### src/rtl/uart_rx_framed.sv
// UART receiver with configurable data width, optional parity and one or two stop bits.
// Received words are held in an output register with a valid/ready handshake and a sticky overrun flag.
module uart_rx_framed #(
  parameter int CLOCKS_PER_BIT      = 434,
  parameter int CLOCK_COUNTER_WIDTH = 10,
  parameter int DATA_WIDTH          = 8,
  parameter int PARITY_MODE         = 0,
  parameter int STOP_BITS           = 1
) (
  input  logic                  i_clock,
  input  logic                  i_resetL,
  input  logic                  i_RX,
  input  logic                  i_ready,
  output logic [DATA_WIDTH-1:0] o_data,
  output logic                  o_valid,
  output logic                  o_parity_error,
  output logic                  o_framing_error,
  output logic                  o_overrun,
  output logic                  o_busy
);

  localparam logic [CLOCK_COUNTER_WIDTH-1:0] TIMER_HALF = CLOCK_COUNTER_WIDTH'(CLOCKS_PER_BIT / 2 - 1);
  localparam logic [CLOCK_COUNTER_WIDTH-1:0] TIMER_LAST = CLOCK_COUNTER_WIDTH'(CLOCKS_PER_BIT - 1);
  localparam logic [CLOCK_COUNTER_WIDTH-1:0] TIMER_ONE  = CLOCK_COUNTER_WIDTH'(1);
  localparam logic [3:0]                     LAST_DATA  = 4'(DATA_WIDTH - 1);
  localparam logic [3:0]                     LAST_STOP  = 4'(STOP_BITS - 1);

  typedef enum logic [2:0] {
    IDLE,
    START,
    DATA,
    PARITY,
    STOP
  } state_t;

  state_t                         r_state;
  logic                           r_sync1;
  logic                           r_sync2;
  logic                           r_rxPrev;
  logic [CLOCK_COUNTER_WIDTH-1:0] r_timer;
  logic [3:0]                     r_bitCount;
  logic [DATA_WIDTH-1:0]          r_shift;
  logic                           r_parityErr;
  logic                           r_frameErr;
  logic                           r_busy;
  logic [DATA_WIDTH-1:0]          r_data;
  logic                           r_valid;
  logic                           r_parityErrOut;
  logic                           r_frameErrOut;
  logic                           r_overrun;

  logic w_rx;
  logic w_timerDone;
  logic w_dataXor;
  logic w_parityErr;
  logic w_frameErr;
  logic w_complete;

  assign w_rx        = r_sync2;
  assign w_timerDone = (r_timer == TIMER_LAST);
  assign w_dataXor   = ^r_shift;
  assign w_parityErr = (PARITY_MODE == 2) ? ~(w_dataXor ^ w_rx) : (w_dataXor ^ w_rx);
  assign w_frameErr  = r_frameErr | ~w_rx;
  assign w_complete  = (r_state == STOP) && w_timerDone && (r_bitCount == LAST_STOP);

  // Synchronizer and previous-sample flops all rest high so a reset never looks like a start edge.
  always_ff @(posedge i_clock or negedge i_resetL) begin
    if (!i_resetL) begin
      r_sync1  <= 1'b1;
      r_sync2  <= 1'b1;
      r_rxPrev <= 1'b1;
    end else begin
      r_sync1  <= i_RX;
      r_sync2  <= r_sync1;
      r_rxPrev <= r_sync2;
    end
  end

  always_ff @(posedge i_clock or negedge i_resetL) begin
    if (!i_resetL) begin
      r_state     <= IDLE;
      r_timer     <= '0;
      r_bitCount  <= '0;
      r_shift     <= '0;
      r_parityErr <= 1'b0;
      r_frameErr  <= 1'b0;
      r_busy      <= 1'b0;
    end else begin
      case (r_state)
        IDLE: begin
          if (r_rxPrev && !w_rx) begin
            r_state <= START;
            r_timer <= '0;
            r_busy  <= 1'b1;
          end
        end
        START: begin
          if (r_timer == TIMER_HALF) begin
            r_timer <= '0;
            if (w_rx) begin
              r_state <= IDLE;
              r_busy  <= 1'b0;
            end else begin
              r_state     <= DATA;
              r_bitCount  <= '0;
              r_parityErr <= 1'b0;
              r_frameErr  <= 1'b0;
            end
          end else begin
            r_timer <= r_timer + TIMER_ONE;
          end
        end
        DATA: begin
          if (w_timerDone) begin
            r_timer <= '0;
            r_shift <= {w_rx, r_shift[DATA_WIDTH-1:1]};
            if (r_bitCount == LAST_DATA) begin
              r_bitCount <= '0;
              r_state    <= (PARITY_MODE != 0) ? PARITY : STOP;
            end else begin
              r_bitCount <= r_bitCount + 4'd1;
            end
          end else begin
            r_timer <= r_timer + TIMER_ONE;
          end
        end
        PARITY: begin
          if (w_timerDone) begin
            r_timer     <= '0;
            r_parityErr <= w_parityErr;
            r_state     <= STOP;
          end else begin
            r_timer <= r_timer + TIMER_ONE;
          end
        end
        STOP: begin
          if (w_timerDone) begin
            r_timer    <= '0;
            r_frameErr <= w_frameErr;
            if (r_bitCount == LAST_STOP) begin
              r_bitCount <= '0;
              r_state    <= IDLE;
              r_busy     <= 1'b0;
            end else begin
              r_bitCount <= r_bitCount + 4'd1;
            end
          end else begin
            r_timer <= r_timer + TIMER_ONE;
          end
        end
        default: begin
          r_state <= IDLE;
          r_busy  <= 1'b0;
        end
      endcase
    end
  end

  // A completing frame is either delivered or dropped; consumption only matters when nothing completes.
  always_ff @(posedge i_clock or negedge i_resetL) begin
    if (!i_resetL) begin
      r_data         <= '0;
      r_valid        <= 1'b0;
      r_parityErrOut <= 1'b0;
      r_frameErrOut  <= 1'b0;
      r_overrun      <= 1'b0;
    end else if (w_complete) begin
      if (!r_valid || i_ready) begin
        r_data         <= r_shift;
        r_parityErrOut <= r_parityErr;
        r_frameErrOut  <= w_frameErr;
        r_valid        <= 1'b1;
      end else begin
        r_overrun <= 1'b1;
      end
    end else if (r_valid && i_ready) begin
      r_valid <= 1'b0;
    end
  end

  assign o_data          = r_data;
  assign o_valid         = r_valid;
  assign o_parity_error  = r_parityErrOut;
  assign o_framing_error = r_frameErrOut;
  assign o_overrun       = r_overrun;
  assign o_busy          = r_busy;

endmodule

### config.mk
export PLATFORM = sky130hd
export DESIGN_NAME = uart_rx_framed
export DESIGN_NICKNAME = d
export VERILOG_FILES = /design/src/rtl/uart_rx_framed.sv
export SDC_FILE = /design/constraint.sdc
export NUM_CORES = 1
export LEC_CHECK = 0
export CAP_MARGIN = 20
export CORE_MARGIN = 4
export CORE_UTILIZATION = 62
export DETAILED_ROUTE_END_ITERATION = 16
export PLACE_DENSITY = 0.84
export SLEW_MARGIN = 20
export SYNTH_ARGS = -nofsm -noshare
export SYNTH_HDL_FRONTEND = slang
export SYNTH_SLANG_ARGS = --single-unit
### constraint.sdc
create_clock -name i_clock -period 5 [get_ports i_clock]
set_input_delay 0.5 -clock i_clock [delete_from_list [all_inputs] [get_ports i_clock]]
set_output_delay 0.5 -clock i_clock [all_outputs]
set_load 0.01 [all_outputs]
# After elaboration in Yosys (flattened, before gate mapping)
# Cells that the tools add are included.
[word_totals]
reg_bits = 43
out_inout_bits = 13
word_cells = 101
[classes]
n_addsub = 2
n_eq_ne = 17
mux = 35
n_bitwise = 5
reduce_logical = 27
[op_table]
columns = ["cell", "count"]
rows = [
  ["10-bit 2-to-1 mux", 3],
  ["10-bit one-hot mux with 3 select lines", 1],
  ["4-bit 2-to-1 mux", 6],
  ["3-bit 2-to-1 mux", 7],
  ["2-bit != test (second input constant)", 8],
  ["3-bit one-hot mux with 5 select lines", 1],
  ["1-bit 2-to-1 mux", 12],
  ["4-bit one-hot mux with 3 select lines", 1],
  ["10-bit by 1-bit adder with 10-bit output (second input constant)", 1],
  ["10-bit by 8-bit equality test with 1-bit output (second input constant)", 1],
  ["10-bit by 9-bit equality test with 1-bit output (second input constant)", 1],
  ["2-bit AND reduction", 5],
  ["4-bit AND reduction", 2],
  ["8-bit XOR reduction", 1],
  ["7-bit AND reduction", 1],
  ["3-bit by 2-bit equality test with 1-bit output (second input constant)", 2],
  ["6-bit AND reduction", 1],
  ["2-bit nonzero test", 3],
  ["3-bit nonzero test", 2],
  ["5-bit AND reduction", 1],
  ["4-bit by 1-bit adder with 4-bit output (second input constant)", 1],
  ["4-bit by 3-bit equality test with 1-bit output (second input constant)", 1],
  ["1-bit logical AND", 4],
  ["4-bit logical NOT", 1],
  ["other kinds (14)", 19],
]

# Logic depth before layout (Yosys ltp)
# Gate-level depths: netlist of the first run.
[logic_depth]
word_depth = 5
mapped_depth = 8
ltp_nobuf = 7

# Worst setup path before layout of the first run
# No wires, ideal clock.
[synth_path]
kind = "register -> register"
startpoint = "reg r_timer[1]"
endpoint = "reg r_data[0], in the netlist o_data[0]"
arrival_time_ps = 1934
required_time_ps = 4875
path_slack_ps = 2941
path_stages_with_launch = 8
n_path_buf = 1
cell_sequence = "dfrtp_1 > inv_1 > ha_1 > nand4bb_1 > nor3_1 > and4b_1 > buf_4 > mux2_2"
[synth_via]
elab_chain_len = 4
[synth_lines]
columns = ["element", "line", "rtl"]
rows = [
  ["start, declared", "40", "logic [CLOCK_COUNTER_WIDTH-1:0] r_timer;"],
  ["start signal, assigned", "110", "r_timer <= r_timer + TIMER_ONE;"],
  ["start signal, assigned", "124", "r_timer <= r_timer + TIMER_ONE;"],
  ["start signal, assigned", "133", "r_timer <= r_timer + TIMER_ONE;"],
  ["10-bit by 9-bit equality test with 1-bit output", "60", "assign w_timerDone = (r_timer == TIMER_LAST);"],
  ["1-bit logical AND (2 in a row)", "64", "assign w_complete = (r_state == STOP) && w_timerDone && (r_bitCount == LAST_STOP);"],
  ["2-bit AND reduction (no line)", "-", ""],
  ["end signal, assigned", "169", "r_data <= r_shift;"],
  ["end, declared", "46", "logic [DATA_WIDTH-1:0] r_data;"],
]
# No other way between the ends.
# A chain may end at the register's enable or synchronous reset.

# Final worst setup path of the first run
[layout_path]
startpoint = "reg r_timer[1]"
endpoint = "reg r_data[1], in the netlist o_data[1]"
# Same word-level chain as after synthesis.

==> run metrics, run 1 <==
die extent in x roughly 67 µm; pin count of the biggest net entering global routing 44; Nets 225; reg2reg end o_data[1]$_DFFE_PN0P_; CTS Buf Count 5; P_leak between 0.001 and 0.0015 µW; syn avg cell area 10.9 µm²; Core Rows 21; # DRC 0; final hold vios 0; proportion of synthesized area in mux cells 9.30%; Synth warnings 0; Slowest-stage cell, CP and4b_1; Synth Instances 199; post-synth top area cell dfrtp_1; part of the Yosys area used for sequential elements 49.6%; Yosys top cell area share 46.0%; Top FF cell, synth dfrtp_1; Worst setup EP type flip-flop; relative slew slack 37.5%; Total GRT Usage 21.0%; Post-Synth Adder-Cell Area 2.87%; Final ANT Viol Nets 0; simple-gate area share of the yosys netlist about 17%; DP Wirelength 2900 µm; minimum clock period between 2000 and 3000 ps; Critical Path RT 5240 ps; effective utilization at floorplan about 65%; DR WL/cell 15.5 µm; R2R cell count 6; antenna violations before repair 0; clock latency on the worst-skew pair approximately 360 ps; Critical path buffers and inverters 1; Top delay family on crit path simple AND/OR/NAND/NOR gates; Final Hold Slack around 260 ps; Mapped Nets 208; unrepaired setup endpoints after global routing no; Sink Count 43; Overflow after GRT 0; Startpoint Class flip-flop; maxcap violations 0; GP Congestion approximately 0.83; IO buf count 16; worst-path cell chain inv_1 > ha_1 > nand4bb_1 > nor3_1 > and4b_1 > mux2_2; first-pass GRT wire length 7120 µm; Root Driver clkbuf_4; Die Y about 67 µm; Worst Path Arrival 2770 ps; fillcell total 263; Post-CTS Setup Inserts 0; Cell variety after synth 44; Power per Cell Area 262 nW/µm²; critical path class reg -> reg; count of pins over their slew limit 0; Die ar. 4530 µm²; FF+latch count, synth 43; endpoints failing setup 0; Top Ports 17; CTS tree built; number of synthesized flops with an enable pin 0; Core ar. 3360 µm²; FF-to-FF setup slack 2470 ps; CTS Hold Bufs 0; Worst Hold Class in -> async; CP max FO 11; Avg Vias per Cell 5.89; share of cells above drive strength 1 between 10% and 20%; FF-to-FF Start r_timer[1]$_DFFE_PN0P_; # resized after CTS 0; final total negative setup slack 0 ps; Finished Core Util between 70% and 80%; P&R area growth vs syn 10.6%; VDD IR max around 0.00022 V; Synth async-reset ratio 100%; xor and xnor area share after synthesis 3.22%; largest cells by area after synthesis dfrtp_1 46%, mux2_2 7.8%, dfstp_2 3.6%; compound-cell area share of the yosys netlist 15.3%; Max clock buf depth 2; status finished clean; fin crit share 50.5%; 1st-pass router iterations 6; post-synthesis instance area between 2000 and 2500 µm²; vias between 1500 and 2000; Routed Wire Length 4090 µm; Max Freq 0.396 GHz; Initial DRC Count 56; Reg clk slew, reported paths approximately 130 ps; vias in the first global route roughly 1500; diode count 0; Slew @ Worst Pin ~940 ps; Max stage delay on crit path 610 ps; Worst Skew 18.2 ps; CTS H-tree lvls 2; main combinational cell family by area after synthesis simple AND/OR/NAND/NOR gates
-- cells in the final DEF, fill, tap and decap left out, drive strengths merged, types with 5 or more instances in the layout --
cell type	netlist	routed
clkdlybuf4s50	0	15
a21oi	8	8
inv	7	7
nor2	10	10
ha	5	5
clkbuf	3	6
o21ai	17	17
xnor2	7	7
nand2	17	17
nand3	8	8
mux2	18	18
a22o	5	5
a21o	5	5
dfrtp	40	40
-- worst max-delay path by stage --
stage | start | endpoint | cells after the start | slack, ps
4_1_cts | r_timer[1]$_DFFE_PN0P_ | o_data[1]$_DFFE_PN0P_ | 6 | 2470
5_1_grt | r_timer[1]$_DFFE_PN0P_ | o_data[1]$_DFFE_PN0P_ | 6 | 2260
2_1_floorplan | r_timer[1]$_DFFE_PN0P_ | o_data[0]$_DFFE_PN0P_ | 7 | 2940
3_3_place_gp | r_timer[1]$_DFFE_PN0P_ | o_data[2]$_DFFE_PN0P_ | 6 | 2640
3_5_place_dp | r_timer[1]$_DFFE_PN0P_ | o_data[1]$_DFFE_PN0P_ | 6 | 2490
6_report | r_timer[1]$_DFFE_PN0P_ | o_data[1]$_DFFE_PN0P_ | 6 | 2470
-- cell families (layout without fill, tap and decap cells) --
kind of cell | count (synthesis) | after routing
AOI/OAI and AO/OA | 48 | 48
xor gates and xnor gates | 8 | 8
adders and majority gates | 5 | 5
buffers and inverters | 13 | 31
DFF | 43 | 43
muxes | 18 | 18
and+or+nand+nor | 64 | 64
-- final cells by class --
cell class                      instances  area (µm²)  share of cell area [%]
Multi-Input combinational cell        143        1040                    43.0
Sequential cell                        43        1080                    44.8
Clock buffer                            6        41.3                    1.71
Tap cell                               46        57.6                    2.39
Inverter                                7        26.3                    1.09
Clock inverter                          2        12.5                   0.519
Timing Repair Buffer                   16         155                    6.44
-- metrics by stage --
stage	setup slack, ps	cell area, µm²	cells	power (µW)
after floorplan	2940	2180	199	437
after global placement	2640	2360	255	459
after detailed placement	2490	2360	255	468
after CTS	2470	2410	263	633
after global routing	2260	2410	263	664
final	2470	2410	263	632
-- report_power, final --
group          total (µW)  internal (µW)  switching (µW)
sequential            388            364            23.6
clock                 168           54.4             114
combinational        75.9           31.2            44.7
-- layer usage --
| metal | wire length [µm] | vias up | global-route usage [%] |
|---|---|---|---|
| met3 | 183 | 5 | 5.49 |
| met4 | 52 | 0 | 7.34 |
| met2 | 1970 | 34 | 33.3 |
| li1 | - | 752 | - |
| met5 | 0 | - | 0 |
| met1 | 1890 | 759 | 28.0 |
-- worst register-to-register path, stage by stage (launching register included) --
cell	delay (ps)
dfrtp_1	420
inv_1	110
ha_1	150
nand4bb_1	220
nor3_1	510
and4b_1	610
mux2_2	410
-- sequential cells by signal (all words and copies together), names as in the netlist --
| name | count |
|---|---|
| r_timer | 10 |
| o_data | 8 |
| r_shift | 8 |
| r_bitCount | 4 |
| r_state | 3 |
| o_busy | 1 |
| o_framing_error | 1 |
| o_overrun | 1 |
| o_parity_error | 1 |
| o_valid | 1 |
| r_frameErr | 1 |
| r_parityErr | 1 |
| r_rxPrev | 1 |
| r_sync1 | 1 |
| r_sync2 | 1 |
-- cells in the mapped netlist (5+ instances only) --
master   number
a22o_1        5
nand3_1       8
nand2_1      16
inv_1         7
xnor2_1       7
a21o_1        5
nor2_1       10
dfrtp_1      40
ha_1          5
o21ai_0      14
mux2_2       15
a21oi_1       8
No activity file was read; power rests on OpenSTA's default activity.
==> run 2: changes to the inputs <==
Settings changed: CORE_UTILIZATION 62 to 57, PLACE_DENSITY 0.84 to 0.78.
Clock period 5 ns to 2.55 ns, I/O delays scaled along.
==> run 2 against run 1 <==
Net effect:
- first-iteration DRC count up 23%
- highest routed layer unchanged
- largest cell class unchanged
- routed wire length grew 4.7%
- flip-flop and latch count is the same
- sequential power grew 95%
==> run metrics, run 2 (same netlist as run 1, synthesis figures left out) <==
CTS Buf Count 5 (unchanged); Critical Path RT 2760 ps (was 5240 ps); Max Freq 0.436 GHz (was 0.396 GHz); Die ar. 4870 µm² (was 4530 µm²); CTS Hold Bufs 0 (unchanged); unrepaired setup endpoints after global routing no (unchanged); Nets 229 (was 225); met3 wire length 162 µm (was 183 µm); effective utilization at floorplan 59.1% (was 64.8%); CP max FO 10 (was 11); DP Wirelength 3130 µm (was 2900 µm); Sink Count 43 (unchanged); register bank with the most flops r_timer (unchanged); final hold vios 0 (unchanged); critical path class reg -> reg (unchanged); Final Cell Area 2470 µm² (was 2410 µm²); GP Congestion 0.876 (was 0.826); Routed Wire Length 4280 µm (was 4090 µm); pin count of the biggest net entering global routing 44 (unchanged); Top Ports 17 (unchanged); Post-CTS Setup Inserts 0 (unchanged); Overflow after GRT 0 (unchanged); vias in the first global route 1590 (was 1520); setup slack at placement 258 ps (was 2490 ps); Worst Skew 7.96 ps (was 18.2 ps); total power 1320 µW (was 632 µW); Worst Path Arrival 2500 ps (was 2770 ps); Reg clk slew, reported paths 80 ps (was 130 ps); relative slew slack 37.7% (was 37.5%); Worst Hold Class in -> async (unchanged); final setup margin 258 ps (was 2470 ps); Worst setup EP type flip-flop (unchanged); CTS tree built (unchanged); commonest non-fill, non-tap cell in the layout dfrtp_1 (unchanged); most frequent cells in the layout 40 x dfrtp_1, 16 x nand2_1, 15 x mux2_2, 15 x clkdlybuf4s50_1, 14 x o21ai_0 (unchanged); maxcap violations 0 (unchanged); P_leak 0.00114 µW (was 0.00110 µW); CTS H-tree lvls 2 (unchanged); DR WL/cell 15.9 µm (was 15.5 µm); first-pass GRT wire length 7550 µm (was 7120 µm); VDD IR max 0.000413 V (was 0.000219 V); P&R area growth vs syn 13.6% (was 10.6%); clock latency on the worst-skew pair 290 ps (was 360 ps); antenna violations before repair 0 (unchanged); Slew @ Worst Pin 935 ps (was 938 ps); met1 wire length 1840 µm (was 1890 µm); Root Driver clkbuf_8 (was clkbuf_4); Startpoint Class flip-flop (unchanged); DP Area 2390 µm² (was 2360 µm²); status finished clean (unchanged); Max clock buf depth 2 (unchanged); Die Y 69.8 µm (was 67.3 µm); Final ANT Viol Nets 0 (unchanged); count of pins over their slew limit 0 (unchanged); minimum clock period 2290 ps (was 2530 ps); final total negative setup slack 0 ps (unchanged); Power per Cell Area 532 nW/µm² (was 262 nW/µm²); top layer in use met4 (unchanged); Initial DRC Count 69 (was 56); Core Rows 22 (was 21); die extent in x 69.8 µm (was 67.3 µm); # resized after CTS 0 (unchanged); IO buf count 16 (unchanged); Avg Vias per Cell 5.96 (was 5.89); # DRC 0 (unchanged); DR WL met2 2190 µm (was 1970 µm); Final Hold Slack 94.2 ps (was 258 ps); fin crit share 89.9% (was 50.5%); endpoints failing setup 0 (unchanged); vias 1602 (was 1550); Core ar. 3690 µm² (was 3360 µm²); Largest register FFs 10 (unchanged); share of cells above drive strength 1 18.1% (was 16.6%); 1st-pass router iterations 4 (was 6); diode count 0 (unchanged); Total GRT Usage 19.4% (was 21.0%)
-- run 2: critical path, cell delays in order (launching register included) --
cell and delay [ps]:
dfrtp_1 410, inv_1 110, ha_1 150, nand4bb_1 210, nor3_1 230, buf_4 160, and4b_1 510, buf_4 200
nor2_1 40, a31oi_1 180
-- run 2: power by group --
part           internal, µW  total [µW]  switching [µW]
registers               714         756            42.5
logic                  60.3         146            85.5
clock network           191         413             222
total                   965        1320             350
-- run 2: final cells by class --
class / count / area (µm²)
fill: 289 / 1210
timing repair buffer: 20 / 185
clock inverter: 2 / 12.5
clock buffer: 6 / 72.6
tap: 48 / 60.1
multi-input combinational: 143 / 1040
sequential: 43 / 1080
inverter: 7 / 26.3
-- run 2: routing by layer --
layer | global-route usage [%] | vias up
met1 | 24.0 | 795
met3 | 4.06 | 9
met4 | 9.57 | 0
li1 | - | 762
met2 | 32.0 | 36
met5 | 0 | -
-- run 2: path summary, 6_finish.rpt --
check                           depth (start not counted)                           to  slack (ps)                   start
worst min-delay path                                    1    r_bitCount[2]$_DFFE_PN0P_          90                i_resetL
worst max-delay path                                    9  o_framing_error$_DFFE_PN0P_         260  r_timer[1]$_DFFE_PN0P_
min in group i_clock                                    1            r_sync1$_DFF_PN1_         360                    i_RX
worst max register to register                          9  o_framing_error$_DFFE_PN0P_         260  r_timer[1]$_DFFE_PN0P_
max in group asynchronous                               1           o_busy$_DFFE_PN0P_        1870                i_resetL
worst min register to register                          0            r_sync2$_DFF_PN1_         360       r_sync1$_DFF_PN1_
-- run 2: stage by stage --
stage	cells	util [%]
finish	269	67.1
global route	269	67.1
CTS	269	67.1
detailed placement	261	64.8
global placement	261	64.8
floorplan	199	-
